===== src/rtl/home_pkg.sv =====
// ---------------------------------------------------------------------------
// home_pkg
//   Shared definitions for the smart-home status reporter:
//     - display code values produced by the controller FSM
//     - bytes used to build the 2-byte status frame
//     - state encoding of the byte-level UART transmitter FSM
//     - code_to_byte(): maps a display code onto the ASCII payload byte
// ---------------------------------------------------------------------------
package home_pkg;

    // Display codes from the controller FSM
    localparam logic [2:0] DISP_IDLE   = 3'b000;
    localparam logic [2:0] DISP_FRONT  = 3'b001;
    localparam logic [2:0] DISP_REAR   = 3'b010;
    localparam logic [2:0] DISP_FIRE   = 3'b011;
    localparam logic [2:0] DISP_WINDOW = 3'b100;
    localparam logic [2:0] DISP_HEATER = 3'b101;
    localparam logic [2:0] DISP_COOLER = 3'b110;
    localparam logic [2:0] DISP_BAD    = 3'b111;

    // Frame bytes
    localparam logic [7:0] HDR_BYTE   = 8'h53;  // 'S'
    localparam logic [7:0] ASCII_ZERO = 8'h30;  // '0'
    localparam logic [7:0] BAD_BYTE   = 8'h3F;  // '?'

    // Byte transmitter FSM
    typedef enum logic [1:0] {
        IDLE  = 2'd0,
        START = 2'd1,
        DATA  = 2'd2,
        STOP  = 2'd3
    } tx_state_t;

    // Legal codes become '0'..'6'; the illegal code is reported as '?'.
    function automatic logic [7:0] code_to_byte(input logic [2:0] code);
        if (code == DISP_BAD) begin
            return BAD_BYTE;
        end
        return ASCII_ZERO + {5'b00000, code};
    endfunction

endpackage


===== src/rtl/uart_tx_byte.sv =====
// ---------------------------------------------------------------------------
// uart_tx_byte
//   Sends one 8N1 byte (start 0, 8 data bits LSB first, stop 1), each bit
//   lasting exactly CLKS_PER_BIT clock cycles.
//
//   Handshake: start is sampled while the FSM is IDLE, or in the last cycle
//   of a stop bit (the cycle where done=1). When accepted, data is loaded and
//   the start bit goes onto the line at that same edge, so a byte requested
//   while done=1 follows the previous stop bit with no idle gap. start is
//   ignored at all other times.
//
// Ports
//   clk        in   system clock, rising edge
//   Rst        in   synchronous active-high reset; line returns to idle (1)
//   start      in   request to send data (see handshake above)
//   data[7:0]  in   byte to send, sampled when start is accepted
//   txd        out  serial line, idle high
//   done       out  1 in the final cycle of the stop bit
//   dbg_state  out  current FSM state (tx_state_t encoding)
// ---------------------------------------------------------------------------
module uart_tx_byte
    import home_pkg::*;
#(
    parameter int CLKS_PER_BIT = 868
) (
    input  logic       clk,
    input  logic       Rst,
    input  logic       start,
    input  logic [7:0] data,
    output logic       txd,
    output logic       done,
    output logic [1:0] dbg_state
);

    localparam int               CNT_W    = (CLKS_PER_BIT > 1) ? $clog2(CLKS_PER_BIT) : 1;
    localparam logic [CNT_W-1:0] CNT_LAST = CNT_W'(CLKS_PER_BIT - 1);
    localparam logic [CNT_W-1:0] CNT_ONE  = CNT_W'(1);

    tx_state_t        r_state;
    logic [CNT_W-1:0] r_cnt;
    logic [2:0]       r_bit_idx;
    logic [7:0]       r_shreg;
    logic             r_txd;

    tx_state_t        w_state_nxt;
    logic [CNT_W-1:0] w_cnt_nxt;
    logic [2:0]       w_bit_nxt;
    logic [7:0]       w_shreg_nxt;
    logic             w_txd_nxt;
    logic             w_bit_end;

    // The counter reloads at every bit boundary, so each bit is exactly
    // CLKS_PER_BIT cycles long and no error accumulates across the byte.
    assign w_bit_end = (r_cnt == CNT_LAST);

    always_ff @(posedge clk) begin
        if (Rst) begin
            r_state   <= IDLE;
            r_cnt     <= '0;
            r_bit_idx <= '0;
            r_shreg   <= '0;
            r_txd     <= 1'b1;
        end else begin
            r_state   <= w_state_nxt;
            r_cnt     <= w_cnt_nxt;
            r_bit_idx <= w_bit_nxt;
            r_shreg   <= w_shreg_nxt;
            r_txd     <= w_txd_nxt;
        end
    end

    always_comb begin
        w_state_nxt = r_state;
        w_cnt_nxt   = w_bit_end ? '0 : r_cnt + CNT_ONE;
        w_bit_nxt   = r_bit_idx;
        w_shreg_nxt = r_shreg;
        w_txd_nxt   = r_txd;

        case (r_state)
            IDLE: begin
                w_cnt_nxt = '0;
                if (start) begin
                    w_state_nxt = START;
                    w_shreg_nxt = data;
                    w_bit_nxt   = '0;
                    w_txd_nxt   = 1'b0;
                end
            end
            START: begin
                if (w_bit_end) begin
                    w_state_nxt = DATA;
                    w_txd_nxt   = r_shreg[0];
                end
            end
            DATA: begin
                if (w_bit_end) begin
                    if (r_bit_idx == 3'd7) begin
                        w_state_nxt = STOP;
                        w_txd_nxt   = 1'b1;
                    end else begin
                        // shift right; the next bit to send is shreg[1]
                        w_bit_nxt   = r_bit_idx + 3'd1;
                        w_shreg_nxt = {1'b0, r_shreg[7:1]};
                        w_txd_nxt   = r_shreg[1];
                    end
                end
            end
            STOP: begin
                if (w_bit_end) begin
                    if (start) begin
                        // back-to-back byte: start bit replaces the idle gap
                        w_state_nxt = START;
                        w_shreg_nxt = data;
                        w_bit_nxt   = '0;
                        w_txd_nxt   = 1'b0;
                    end else begin
                        w_state_nxt = IDLE;
                        w_txd_nxt   = 1'b1;
                    end
                end
            end
            default: begin
                w_state_nxt = IDLE;
                w_txd_nxt   = 1'b1;
            end
        endcase
    end

    assign txd       = r_txd;
    assign done      = (r_state == STOP) && w_bit_end;
    assign dbg_state = r_state;

endmodule


===== src/rtl/home_status_uart_tx.sv =====
// ---------------------------------------------------------------------------
// home_status_uart_tx
//   Reports the controller's 3-bit display code to the wall panel as a
//   2-byte 8N1 frame: 'S' followed by '0'..'6' (or '?' for code 111).
//   A frame is sent once after reset and again whenever the registered
//   display code differs from the code of the most recently started frame.
//   Changes seen while a frame is on the line are coalesced: only the code
//   present when the line goes idle is reported.
//
// Ports
//   clk            in   system clock, rising edge
//   Rst            in   synchronous active-high reset; aborts any frame
//   display[2:0]   in   status code from the controller FSM
//   tx_en          in   1 = a new frame may start; an in-flight frame
//                       always completes regardless
//   txd            out  UART line, idle high, LSB first
//   busy           out  1 while a frame is on the line
//   frame_cnt[7:0] out  frames completed since reset (wraps)
// ---------------------------------------------------------------------------
module home_status_uart_tx
    import home_pkg::*;
#(
    parameter int CLKS_PER_BIT = 868
) (
    input  logic       clk,
    input  logic       Rst,
    input  logic [2:0] display,
    input  logic       tx_en,
    output logic       txd,
    output logic       busy,
    output logic [7:0] frame_cnt
);

    logic [2:0] r_disp_q;
    logic [2:0] r_last_code;
    logic [2:0] r_frame_code;
    logic       r_boot_pend;
    logic       r_busy;
    logic       r_byte_sel;     // 0 = header byte on the line, 1 = code byte
    logic [7:0] r_frame_cnt;

    logic       w_launch;
    logic       w_next_byte;
    logic       w_start;
    logic [7:0] w_data;
    logic       w_done;
    logic       w_txd;
    logic [1:0] w_tx_state;

    // Input register only; it carries no reset so it keeps tracking the
    // display while Rst is high and the boot frame reports the current code.
    always_ff @(posedge clk) begin
        r_disp_q <= display;
    end

    // A new frame starts only from an idle line.
    assign w_launch    = (w_tx_state == IDLE) && tx_en &&
                         (r_boot_pend || (r_disp_q != r_last_code));
    // Second byte is requested during the header's final stop cycle so it
    // follows without a gap.
    assign w_next_byte = w_done && !r_byte_sel;
    assign w_start     = w_launch || w_next_byte;
    assign w_data      = w_launch ? HDR_BYTE : code_to_byte(r_frame_code);

    always_ff @(posedge clk) begin
        if (Rst) begin
            r_last_code  <= DISP_IDLE;
            r_frame_code <= DISP_IDLE;
            r_boot_pend  <= 1'b1;
            r_busy       <= 1'b0;
            r_byte_sel   <= 1'b0;
            r_frame_cnt  <= 8'd0;
        end else if (w_launch) begin
            r_last_code  <= r_disp_q;
            r_frame_code <= r_disp_q;
            r_boot_pend  <= 1'b0;
            r_busy       <= 1'b1;
            r_byte_sel   <= 1'b0;
        end else if (w_done) begin
            if (!r_byte_sel) begin
                r_byte_sel <= 1'b1;
            end else begin
                r_busy      <= 1'b0;
                r_frame_cnt <= r_frame_cnt + 8'd1;
            end
        end
    end

    uart_tx_byte #(
        .CLKS_PER_BIT(CLKS_PER_BIT)
    ) u_tx_byte (
        .clk       (clk),
        .Rst       (Rst),
        .start     (w_start),
        .data      (w_data),
        .txd       (w_txd),
        .done      (w_done),
        .dbg_state (w_tx_state)
    );

    assign txd       = w_txd;
    assign busy      = r_busy;
    assign frame_cnt = r_frame_cnt;

endmodule

===== config.mk =====
export PLATFORM = sky130hd
export DESIGN_NAME = home_status_uart_tx
export DESIGN_NICKNAME = d
export VERILOG_FILES = /design/src/rtl/home_pkg.sv /design/src/rtl/uart_tx_byte.sv /design/src/rtl/home_status_uart_tx.sv
export SDC_FILE = /design/constraint.sdc
export NUM_CORES = 1
export LEC_CHECK = 0
export BUFFER_PORTS_ARGS = -buffer_cell sky130_fd_sc_hd__clkbuf_2
export CORE_MARGIN = 3
export CORE_UTILIZATION = 50
export CTS_CLUSTER_DIAMETER = 80
export DETAILED_ROUTE_END_ITERATION = 10
export MAX_ROUTING_LAYER = met4
export PLACE_DENSITY = 0.71
export SLEW_MARGIN = 10
export SYNTH_ARGS = -nofsm -noshare
export SYNTH_HDL_FRONTEND = slang
export SYNTH_SLANG_ARGS = --single-unit
export TNS_END_PERCENT = 1

===== constraint.sdc =====
create_clock -name clk -period 1.8 [get_ports clk]
set_input_delay 0.27 -clock clk [delete_from_list [all_inputs] [get_ports clk]]
set_output_delay 0.27 -clock clk [all_outputs]
set_load 0.05 [all_outputs]

Word level (Yosys, flattened, before mapping)

Cells that the tools add are included.

Word-level logic and storage cells: 78
Bits of input ports: 6
Bits in registers: 41

Multiplexer cells: 31
Eq/ne operators: 13
Reduce and logical (&&, ||, !) cells: 18
Bitwise logic cells: 1
Add/sub/neg operators: 4

Operators with widths:

| cell                                                  | number |
|---|---|
| 2-to-1 mux 8 bit                                      | 7 |
| one-hot mux 8 bit (3 select lines)                    | 1 |
| 2-to-1 mux 3 bit                                      | 4 |
| 2-to-1 mux 1 bit                                      | 11 |
| adder 10 x 1 -> 10 bit, second input constant         | 1 |
| equality test 10 bit, second input constant           | 1 |
| 2-to-1 mux 2 bit                                      | 5 |
| inequality test 2 x 1 -> 1 bit, second input constant | 5 |
| one-hot mux 3 bit (3 select lines)                    | 1 |
| adder 8 x 1 -> 8 bit, second input constant           | 1 |
| one-hot mux 2 bit (4 select lines)                    | 1 |
| AND reduction 4 bit                                   | 2 |
| adder 6 x 3 -> 7 bit, first input constant            | 1 |
| equality test 3 bit, second input constant            | 2 |
| AND reduction 5 bit                                   | 1 |
| equality test 2 bit, second input constant            | 2 |
| logical AND 1 bit                                     | 4 |
| one-hot mux 1 bit (4 select lines)                    | 1 |
| nonzero test 2 bit                                    | 2 |
| adder 3 x 1 -> 3 bit, second input constant           | 1 |
| inequality test 3 bit                                 | 1 |
| AND reduction 3 bit                                   | 1 |
| nonzero test 3 bit                                    | 1 |
| OR reduction 3 bit                                    | 1 |
| other kinds (8)                                       | 9 |

Longest topological paths before layout

Gate-level depths: netlist of the first run.

Depth after elaboration: 7
Gate-level depth with buffers: 8
Gate-level depth less buffers: 7

Modules after synthesis

Synthesis of the first run repeated with hierarchy kept, for this count alone.

Cell total of the unflattened synthesis: 213
Area total of the unflattened synthesis: 2005.7 sq um

Modules (own cells, without submodules):

| module              | times used | sequential area each (sq um) | cells each | area an instance (sq um) |
|---|---|---|---|---|
| uart_tx_byte        | 1          | 480.5                        | 133        | 1241.2 |
| home_status_uart_tx | 1          | 340.3                        | 80         | 764.5 |

Worst setup path before layout of the first run

OpenSTA, ideal clock, no wires.

Path kind: flip-flop to flip-flop
Start: reg u_tx_byte.r_state[0] (netlist: u_tx_byte.dbg_state[0])
End: reg r_frame_cnt[6] (netlist: frame_cnt[6])
Stages on the path, launching flop included: 9
Setup time: 121 ps
Arrival time: 1748 ps
Setup slack: -69 ps
Data required time: 1679 ps
Path through: dfxtp_1 inv_1 ha_1 and2_1 o41ai_2 buf_6 nand3_4 nor3_1 mux2_2

Word-level cells in the longest chain between the ends: 5
Elaborated cells between the ends (all ways): 7

Ends and longest elaborated chain:

| item                                     | line                      | RTL |
|---|---|---|
| start: declaration                       | uart_tx_byte.sv:39        | `tx_state_t r_state;` |
| start signal: assignment                 | uart_tx_byte.sv:64        | `r_state <= w_state_nxt;` |
| logical NOT 2 bit                        | home_status_uart_tx.sv:57 | `assign w_launch = (w_tx_state == IDLE) && tx_en &&` |
| logical AND 1 bit (2 in a row)           | home_status_uart_tx.sv:57 |  |
| inverter 1 bit (no source line)          | n/a                       |  |
| AND reduction 3 bit (no source line) (*) | n/a                       |  |
| end signal: assignment                   | home_status_uart_tx.sv:84 | `r_frame_cnt <= r_frame_cnt + 8'd1;` |
| end: declaration                         | home_status_uart_tx.sv:40 | `logic [7:0] r_frame_cnt;` |

Every way passes the cells marked *; elsewhere a longest branch is shown, timed or not.
A chain may end at the register's enable or synchronous reset.

Final worst setup path of the first run

Start: reg u_tx_byte.r_cnt[0]
End: reg r_frame_cnt[6] (netlist: frame_cnt[6])

Word-level cells in the longest chain between the ends: 3

Ends and longest elaborated chain:

| item                                 | line                | RTL |
|---|---|---|
| start: declaration                   | uart_tx_byte.sv:40  | `logic [CNT_W-1:0] r_cnt;` |
| start signal: assignment             | uart_tx_byte.sv:65  | `r_cnt <= w_cnt_nxt;` |
| equality test 10 bit                 | uart_tx_byte.sv:54  | `assign w_bit_end = (r_cnt == CNT_LAST);` |
| logical AND 1 bit                    | uart_tx_byte.sv:130 | `assign done = (r_state == STOP) && w_bit_end;` |
| AND reduction 3 bit (no source line) | n/a                 |  |

Every way passes these cells.

==> impl_metrics.ini, run 1 <==
[detailed_routing]
vias = 1830
wl_per_cell_microns = 16.3
wl_microns = 5220
drt-initial-drc-count = 83
drtPass1Iterations = 5
vias_per_cell = 5.70
ant_nets = 0
drc = 0

[die]
io_pins = 16
start_util_pct = 52.9
placementRows = 22
core-area_sq_um = 3740
die_w_microns = 68.9
fp.dieH_microns = 68.9
die_area_sq_um = 4750

[critical_path]
r2r_start = u_tx_byte.r_cnt[0]
r2r_slack_ns = -0.07
crit_start = u_tx_byte.r_cnt[0]
cp_data_arrival_time_ns = 2.05
reg2reg_depth = 7
crit_path_start_kind = flip-flop
reg2reg_to = frame_cnt[6]
crit_path_end_kind = flip-flop
path_max_fanout = 5
required_ns = 1.98
crit_end = frame_cnt[6]
critPathKind = flip-flop to flip-flop

[sta]
finalHoldViolCount = 0
max_slew_margin_pct = 74.7
max_freq_mhz = 535
setup_violations = 11
worst_slack_ns = -0.0696
finClkSkew_ns = 0.00899
worstMarginPinSlew_ns = 0.377
finalCritPeriodShare_pct = 104
rsz0062_at_grt = yes
report.final.slew_viol_count = 0
post-route-min-period_ns = 1.87

[pwr]
netSwitchingPower_mw = 1.23
p_seq_share_pct = 32.5
pwr-share-comb_pct = 43.3
power_frac_clock_pct = 24.2
p_leak_nw = 1.13
power_density_nw_per_um2 = 1290
p_int_mw = 2.34
p_total_mw = 3.57
ir_drop_uv = 775
swShare_pct = 34.6

[flow_run]
drv_cap = 0

[logic_synthesis]
synth_nets = 229
synthMostInstantiatedCell = dfxtp_1
synth_warnings = 0
syn_inst = 213
synth_area_leaders = dfxtp_1 40%, ha_1 6.3%, nor2_1 5.7%
ys_ff_latch = 40
syn_area_sq_um = 1980
async_flop_share_pct = 0
ys_seq_area_share_pct = 40.4
synth_edf_count = 0
synthFlopType = dfxtp_1
synth.avg_cell_area_sq_um = 9.30
ys_top_cells_by_count = 40 x dfxtp_1, 30 x nor2_1, 16 x a21oi_1
yosysUniqueCellTypes = 49
synth_top_area_cell = dfxtp_1
synth_top_area_share_pct = 40.4

[global_routing]
grt_pass1_vias = 1633
grt_max_degree = 18
antenna_found_initial = 0
grt_usage_pct = 23.0
grt_overflow = 0
grt_pass1_wl_microns = 7800

[final_layout]
num_antenna_cells = 0
syn2layout_area_growth_pct = 39.2
fin_nets = 289
drive_above_1_share_pct = 41.0

[clock_tree]
clock_latency_ns = 0.30
cts_tree = done
cts.clk_slew.worst_paths_ns = 0.08
postCtsHoldBufs = 0
numCtsBuffers = 5
cts_max_level = 2
clk_path_buf_depth = 2
cts_root_buf = clkbuf_8
cts_sinks = 40

[placed_design]
routabilityCongestion = 0.835
numPortBuffers = 15
dp_hpwl_microns = 2890
dp_slack_ns = -0.441

[run_status]
violations = setup timing
outcome = complete, but fails checks

[worst_hold_path]
hold_class = primary input to flip-flop
==> cell families after synthesis <==
family                     share of synthesized area [%]
muxes                                               3.28
xor gates and xnor gates                            6.63
buffers and inverters                               4.11
AOI/OAI and AO/OA                                   17.1
DFF                                                 40.4
adders and majority gates                           6.32
and+or+nand+nor                                     22.1
==> power groups by stage <==
stage          Clock [mW]  Sequential, mW  Combinational (mW)
2_1_floorplan           0            1.17               0.713
3_3_place_gp            0            1.11                1.14
3_5_place_dp            0            1.12                1.14
4_1_cts             0.873            1.12                1.31
5_1_grt             0.907            1.17                1.68
6_report            0.863            1.16                1.55
==> repair_timing <==
item / CTS / global route
buffers inserted: 5 / 8
pin swaps: 10 / 9
gates resized for setup: 19 / 29
setup endpoints to repair: 24 / 20
gates cloned: 1 / 0
endpoints found under the hold margin: 0 / 0
==> state kept, by name, indices dropped and copies added, names as in the netlist <==
signal / cells
r_disp_q: 3
u_tx_byte.r_shreg: 7
busy: 1
u_tx_byte.dbg_state: 2
u_tx_byte.r_cnt: 10
r_byte_sel: 1
r_frame_code: 3
u_tx_byte.r_bit_idx: 3
frame_cnt: 8
r_boot_pend: 1
u_tx_byte.txd: 1
==> metrics by stage <==
step	std cells	utilization (%)	TNS, ns	hold WS [ns]	instance area, sq um
after global placement	300	61.6	-4.41	0.373	2300
after detailed placement	300	61.6	-5.65	0.374	2300
after CTS	313	68.5	-0.148	0.0676	2570
after floorplan	213	-	-0.0692	0.298	1990
final	321	73.7	-0.380	0.0748	2760
after global routing	321	73.7	-1.25	0.0650	2760
==> how the worst min path moves through the flow <==
stage | startpoint | to | slack, ns | cells past startpoint
6_report | display[0] | r_disp_q[0] | 0.07 | 1
5_1_grt | display[1] | r_disp_q[1] | 0.06 | 1
4_1_cts | display[0] | r_disp_q[0] | 0.07 | 1
3_5_place_dp | display[0] | r_disp_q[0] | 0.37 | 1
3_3_place_gp | display[0] | r_disp_q[0] | 0.37 | 1
2_1_floorplan | display[0] | r_disp_q[0] | 0.30 | 0
==> critical path, cell delays in order (launching register included) <==
cell and delay, ns:
dfxtp_2 0.36, ha_4 0.15, and4bb_4 0.29, buf_4 0.12, and3_4 0.21, nand3_4 0.12
nor3_4 0.14, mux2_2 0.35
==> placed cells by master, fill, tap and decap left out, types with 5 or more instances in the layout <==
cell / synthesis / routed
buf_4: 0 / 41
nor2_1: 30 / 28
clkbuf_8: 1 / 5
ha_1: 10 / 7
a21oi_1: 16 / 14
dfxtp_1: 40 / 34
xor2_1: 7 / 5
nand3_1: 10 / 9
nand2_1: 15 / 15
clkbuf_2: 0 / 15
xnor2_1: 8 / 8
==> metal layers <==
| metal | vias to the layer above | share of wire, % | GRT usage (%) |
|---|---|---|---|
| met5 | - | 0 | - |
| met2 | 53 | 48 | 36.3 |
| met1 | 881 | 46 | 29.1 |
| li1 | 886 | - | - |
| met4 | 0 | 1.9 | 7.54 |
| met3 | 10 | 3.9 | 5.02 |
==> final cells by class <==
class                   count  area (sq um)
repair buffers             60           428
well taps                  48          60.1
multi-input cells         161          1300
fillers                   279           986
clock buffers               5          68.8
flip-flops and latches     40           816
inverters                   5          23.8
clock inverters             2          60.1
Note: power is estimated with default switching activity, not from simulation.
==> run 2: changes to the inputs <==
- PLACE_DENSITY: 0.71 -> 0.75
==> run 2 against run 1 <==
Compared with the run above:
- the run still ends with setup timing left
- global-route usage down 2.2 points
- via count down 5.4%
- utilization is 4.0 points lower
- sequential share of layout area is 1.4 points higher
- die area stayed put
- clock power rose by 18%
- critical endpoint unchanged
- largest power group unchanged
- highest routed layer unchanged
==> impl_metrics.ini, run 2 (synthesis gave the netlist of run 1 again) <==
[run_status]
outcome = complete, but fails checks
violations = setup timing

[critical_path]
crit_path_end_kind = flip-flop
cp_data_arrival_time_ns = 2.13
r2r_slack_ns = -0.14
required_ns = 1.99
r2r_start = u_tx_byte.r_cnt[1]
critPathKind = flip-flop to flip-flop
reg2reg_depth = 6
path_max_fanout = 6
crit_path_start_kind = flip-flop
reg2reg_to = frame_cnt[6]

[placed_design]
routabilityCongestion = 0.858
dp_slack_ns = -0.422
numPortBuffers = 15
dp_hpwl_microns = 3220

[die]
placementRows = 22
core-area_sq_um = 3740
io_pins = 16
fp.dieH_microns = 68.9
die_w_microns = 68.9
die_area_sq_um = 4750
start_util_pct = 52.9

[sta]
worst_slack_ns = -0.140
finalHoldViolCount = 0
rsz0062_at_grt = yes
report.final.slew_viol_count = 0
finalCritPeriodShare_pct = 108
setup_violations = 15
worstMarginPinSlew_ns = 0.472
max_slew_margin_pct = 68.5
finClkSkew_ns = 0.00791
post-route-min-period_ns = 1.94
whs_ns = 0.0859
max_freq_mhz = 515

[final_layout]
final_cell_mix = 35 x dfxtp_1, 33 x buf_4, 30 x nor2_1, 15 x nand2_1, 15 x clkbuf_2
largest-register = u_tx_byte.r_cnt
fill_cells = 304
utilization_pct = 69.7
fin_nets = 278
drive_above_1_share_pct = 36.1
final_common_cell = dfxtp_1
syn2layout_area_growth_pct = 31.7
largest_reg_flops = 10
num_antenna_cells = 0

[detailed_routing]
vias = 1731
ant_nets = 0
drc = 0
wl_microns = 4460
vias_per_cell = 5.57
drtPass1Iterations = 4
wl_per_cell_microns = 14.3
drt-initial-drc-count = 97

[clock_tree]
postCtsHoldBufs = 0
cts_tree = done
clock_latency_ns = 0.30
cts_max_level = 2
cts_sinks = 40
numCtsBuffers = 5
cts.clk_slew.worst_paths_ns = 0.08
clk_path_buf_depth = 2
cts_root_buf = clkbuf_8

[global_routing]
grt_pass1_wl_microns = 7130
grt_max_degree = 16
grt_usage_pct = 20.8
antenna_found_initial = 0
grt_overflow = 0
grt_pass1_vias = 1570

[pwr]
p_leak_nw = 1.07
ir_drop_uv = 588
p_total_mw = 3.44
power_density_nw_per_um2 = 1320

[worst_hold_path]
worstHoldPathCells = 1
min_from = display[0]
hold_class = primary input to flip-flop
min_to = r_disp_q[0]

[flow_run]
drv_cap = 0
run 2: worst max path at each step:
stage | slack [ns] | startpoint | to
2_1_floorplan | -0.03 | u_tx_byte.r_cnt[0] | u_tx_byte.r_bit_idx[0]
3_3_place_gp | -0.33 | r_frame_code[2] | frame_cnt[4]
3_5_place_dp | -0.42 | r_frame_code[2] | frame_cnt[4]
4_1_cts | -0.11 | r_frame_code[2] | frame_cnt[6]
5_1_grt | -0.17 | u_tx_byte.r_cnt[1] | frame_cnt[1]
6_report | -0.14 | u_tx_byte.r_cnt[1] | frame_cnt[6]
run 2: repair_timing:
action,CTS,global route
buffers inserted,2,1
endpoints found under the setup margin,31,20
gates resized for setup,11,15
pin swaps,10,5
run 2: where the power goes:
part           internal (mW)  total [mW]  switching (mW)
combinational          0.608        1.30           0.693
sequential              1.02        1.12          0.0999
clock                  0.694        1.02           0.322
total                   2.32        3.44            1.11
run 2: stage by stage:
| step | setup TNS [ns] | cell area, sq um | cells |
|---|---|---|---|
| floorplan | -0.0692 | 1990 | 213 |
| global placement | -3.37 | 2300 | 300 |
| detailed placement | -4.88 | 2300 | 300 |
| CTS | -0.996 | 2540 | 310 |
| global route | -2.12 | 2610 | 311 |
| finish | -1.07 | 2610 | 311 |
run 2: worst max-delay path: stages (launching register included):
cell and delay (ns):
dfxtp_1 0.38, ha_2 0.21, and4bb_2 0.31, and3_2 0.28, nand3_4 0.14, nor3_4 0.21
mux2_4 0.32
run 2: cell type report:
type,count,area [sq um],area share [%]
Clock inverter,3,90.1,3.45
Clock buffer,5,68.8,2.64
Timing Repair Buffer,50,345,13.2
Tap cell,48,60.1,2.30
Sequential cell,40,807,30.9
Inverter,5,18.8,0.719
Multi-Input combinational cell,160,1220,46.7
run 2: per-layer routing:
layer  GRT usage [%]  up-vias  share of wire (%)  wire length, microns
met5               -        -                  0                     0
met4            7.54        0                1.6                    72
met3            4.38        9                3.9                   173
met2            33.1       35                 50                  2220
li1                -      856                  -                     -
met1            25.9      831                 45                  1990
==> run 3: changes to the inputs <==
- CORE_MARGIN: 3 -> 1.5
- CTS_BUF_LIST: unset -> sky130_fd_sc_hd__clkbuf_16
==> run 3 against run 2 <==
Compared with the run above:
- the run still ends with setup timing left
- critical path depth unchanged
- global-route usage is 5.2 points higher
- clock power fell by 19%
- sequential share of layout area fell by 0.73 points
- flip-flop and latch count unchanged
- total power increased by 0.73%
- non-clock buffer count increased by 3
- fmax grew 3.8%
- worst hold slack gained 0.0067 ns
- die area down 8.5%
- clock-buffer cell count did not move
- routed wire length up 11%
- critical path type unchanged
- largest power group unchanged
==> impl_metrics.ini, run 3 (synthesis gave the netlist of run 1 again) <==
[detailed_routing]
drt-initial-drc-count = 108
drc = 0
ant_nets = 0
vias = 1807
drtPass1Iterations = 4
wl_microns = 4960
wl_per_cell_microns = 15.8
vias_per_cell = 5.75

[sta]
finalSetupTns_ns = -0.122
worstMarginPinSlew_ns = 0.338
worst_slack_ns = -0.0693
report.final.slew_viol_count = 0
finalCritPeriodShare_pct = 104
max_freq_mhz = 535
setup_violations = 4
finalHoldViolCount = 0
rsz0062_at_grt = yes
max_slew_margin_pct = 77.4
post-route-min-period_ns = 1.87
finClkSkew_ns = 0.00620

[clock_tree]
postCtsHoldBufs = 0
clk_path_buf_depth = 2
cts_root_buf = clkbuf_16
cts_sinks = 40
cts.clk_slew.worst_paths_ns = 0.06
numCtsBuffers = 5
cts_tree = done
clock_latency_ns = 0.29
cts_max_level = 2

[final_layout]
fill_cells = 265
fin_nets = 282
final_common_cell = buf_4
seq_area_sq_um = 810
largest-register = u_tx_byte.r_cnt
largest_reg_flops = 10
num_antenna_cells = 0
syn2layout_area_growth_pct = 35.3
drive_above_1_share_pct = 38.0
multi_input_area_sq_um = 1280
final_cell_mix = 36 x buf_4, 35 x dfxtp_1, 27 x nor2_1, 16 x a21oi_1

[critical_path]
cp_top_family = compound AO/OA/AOI/OAI gates
cp_data_arrival_time_ns = 2.03
crit_path_end_kind = flip-flop
reg2reg_depth = 6
r2r_start = r_frame_code[0]
crit_chain = xor2_2 -> buf_4 -> o41a_4 -> or3_4 -> o2111ai_2 -> a21oi_1
crit_slowest_cell = o41a_4
path_max_fanout = 5
crit_path_start_kind = flip-flop
r2r_slack_ns = -0.07
max_stage_delay_ns = 0.52
reg2reg_to = u_tx_byte.r_shreg[0]
critPathKind = flip-flop to flip-flop
crit_buf_inv = 1
required_ns = 1.96

[die]
fp.dieH_microns = 65.9
die_w_microns = 65.9
die_area_sq_um = 4350
start_util_pct = 52.9
io_pins = 16
core-area_sq_um = 3740
placementRows = 22

[pwr]
p_total_mw = 3.46
ir_drop_uv = 551
power_density_nw_per_um2 = 1290
p_leak_nw = 1.07

[worst_hold_path]
min_from = display[2]
worstHoldPathCells = 1
min_to = r_disp_q[2]
hold_class = primary input to flip-flop

[placed_design]
routabilityCongestion = 0.847
dp_hpwl_microns = 3060
numPortBuffers = 15
dp_slack_ns = -0.386

[flow_run]
drv_cap = 0

[global_routing]
grt_pass1_wl_microns = 8300
grt_overflow = 0
grt_max_degree = 16
antenna_found_initial = 0
grt_usage_pct = 25.9
grt_pass1_vias = 1791

[run_status]
outcome = complete, but fails checks
violations = setup timing
## run 3: changes by cell type in the layout (fill, tap and decap cells not counted), sizes merged
cell    before  now
o41a         1    2
clkinv       0    2
bufinv       3    0
buf         35   38
## run 3: final cells by class
type	count	share of cell area [%]
Multi-Input combinational cell	161	47.7
Inverter	5	0.887
Timing Repair Buffer	53	14.1
Clock buffer	5	4.67
Sequential cell	40	30.2
Tap cell	48	2.24
Clock inverter	2	0.280
## run 3: stage by stage
stage	util, %	hold WS [ns]	cell area [sq um]	std cells
after CTS	70.0	0.0871	2620	314
after detailed placement	61.8	0.380	2310	301
after global placement	61.8	0.386	2310	301
after global routing	71.6	0.0855	2680	314
after floorplan	-	0.298	1990	213
final	71.6	0.0926	2680	314
## run 3: worst reg2reg max path: cells and delay by family (launching register included)
family / cells / cell delay (ns)
flops: 1 / 0.33
xor+xnor: 1 / 0.19
compound gates: 3 / 0.71
simple gates: 1 / 0.35
buf+inv: 1 / 0.16
## run 3: per-layer routing
metal	wire [microns]	track usage, %
met4	122	10.5
met2	2410	41.9
met1	2230	31.2
met3	198	6.30
met5	0	-
## run 3: report_power, final
group | switching [mW] | total [mW] | internal (mW) | leakage, nW
clock network | 0.336 | 0.831 | 0.496 | 0.0648
registers | 0.112 | 1.14 | 1.03 | 0.329
logic | 0.785 | 1.49 | 0.707 | 0.681
## run 3: worst max path at each step
stage / from / endpoint / cells after the start
2_1_floorplan: u_tx_byte.r_cnt[0] / u_tx_byte.r_bit_idx[0] / 6
3_3_place_gp: r_frame_code[2] / frame_cnt[4] / 5
3_5_place_dp: r_frame_code[2] / frame_cnt[4] / 5
4_1_cts: r_frame_code[0] / u_tx_byte.r_shreg[0] / 6
5_1_grt: u_tx_byte.dbg_state[1] / u_tx_byte.dbg_state[1] / 9
6_report: r_frame_code[0] / u_tx_byte.r_shreg[0] / 6
## run 3: timing repair
| item | in CTS | in global routing |
|---|---|---|
| setup endpoints to repair | 22 | 26 |
| endpoints found under the hold margin | 0 | 0 |
| buffers inserted | 5 | 0 |
| gates resized for setup | 22 | 17 |
| cloned | 1 | 0 |
| pin swaps | 7 | 9 |
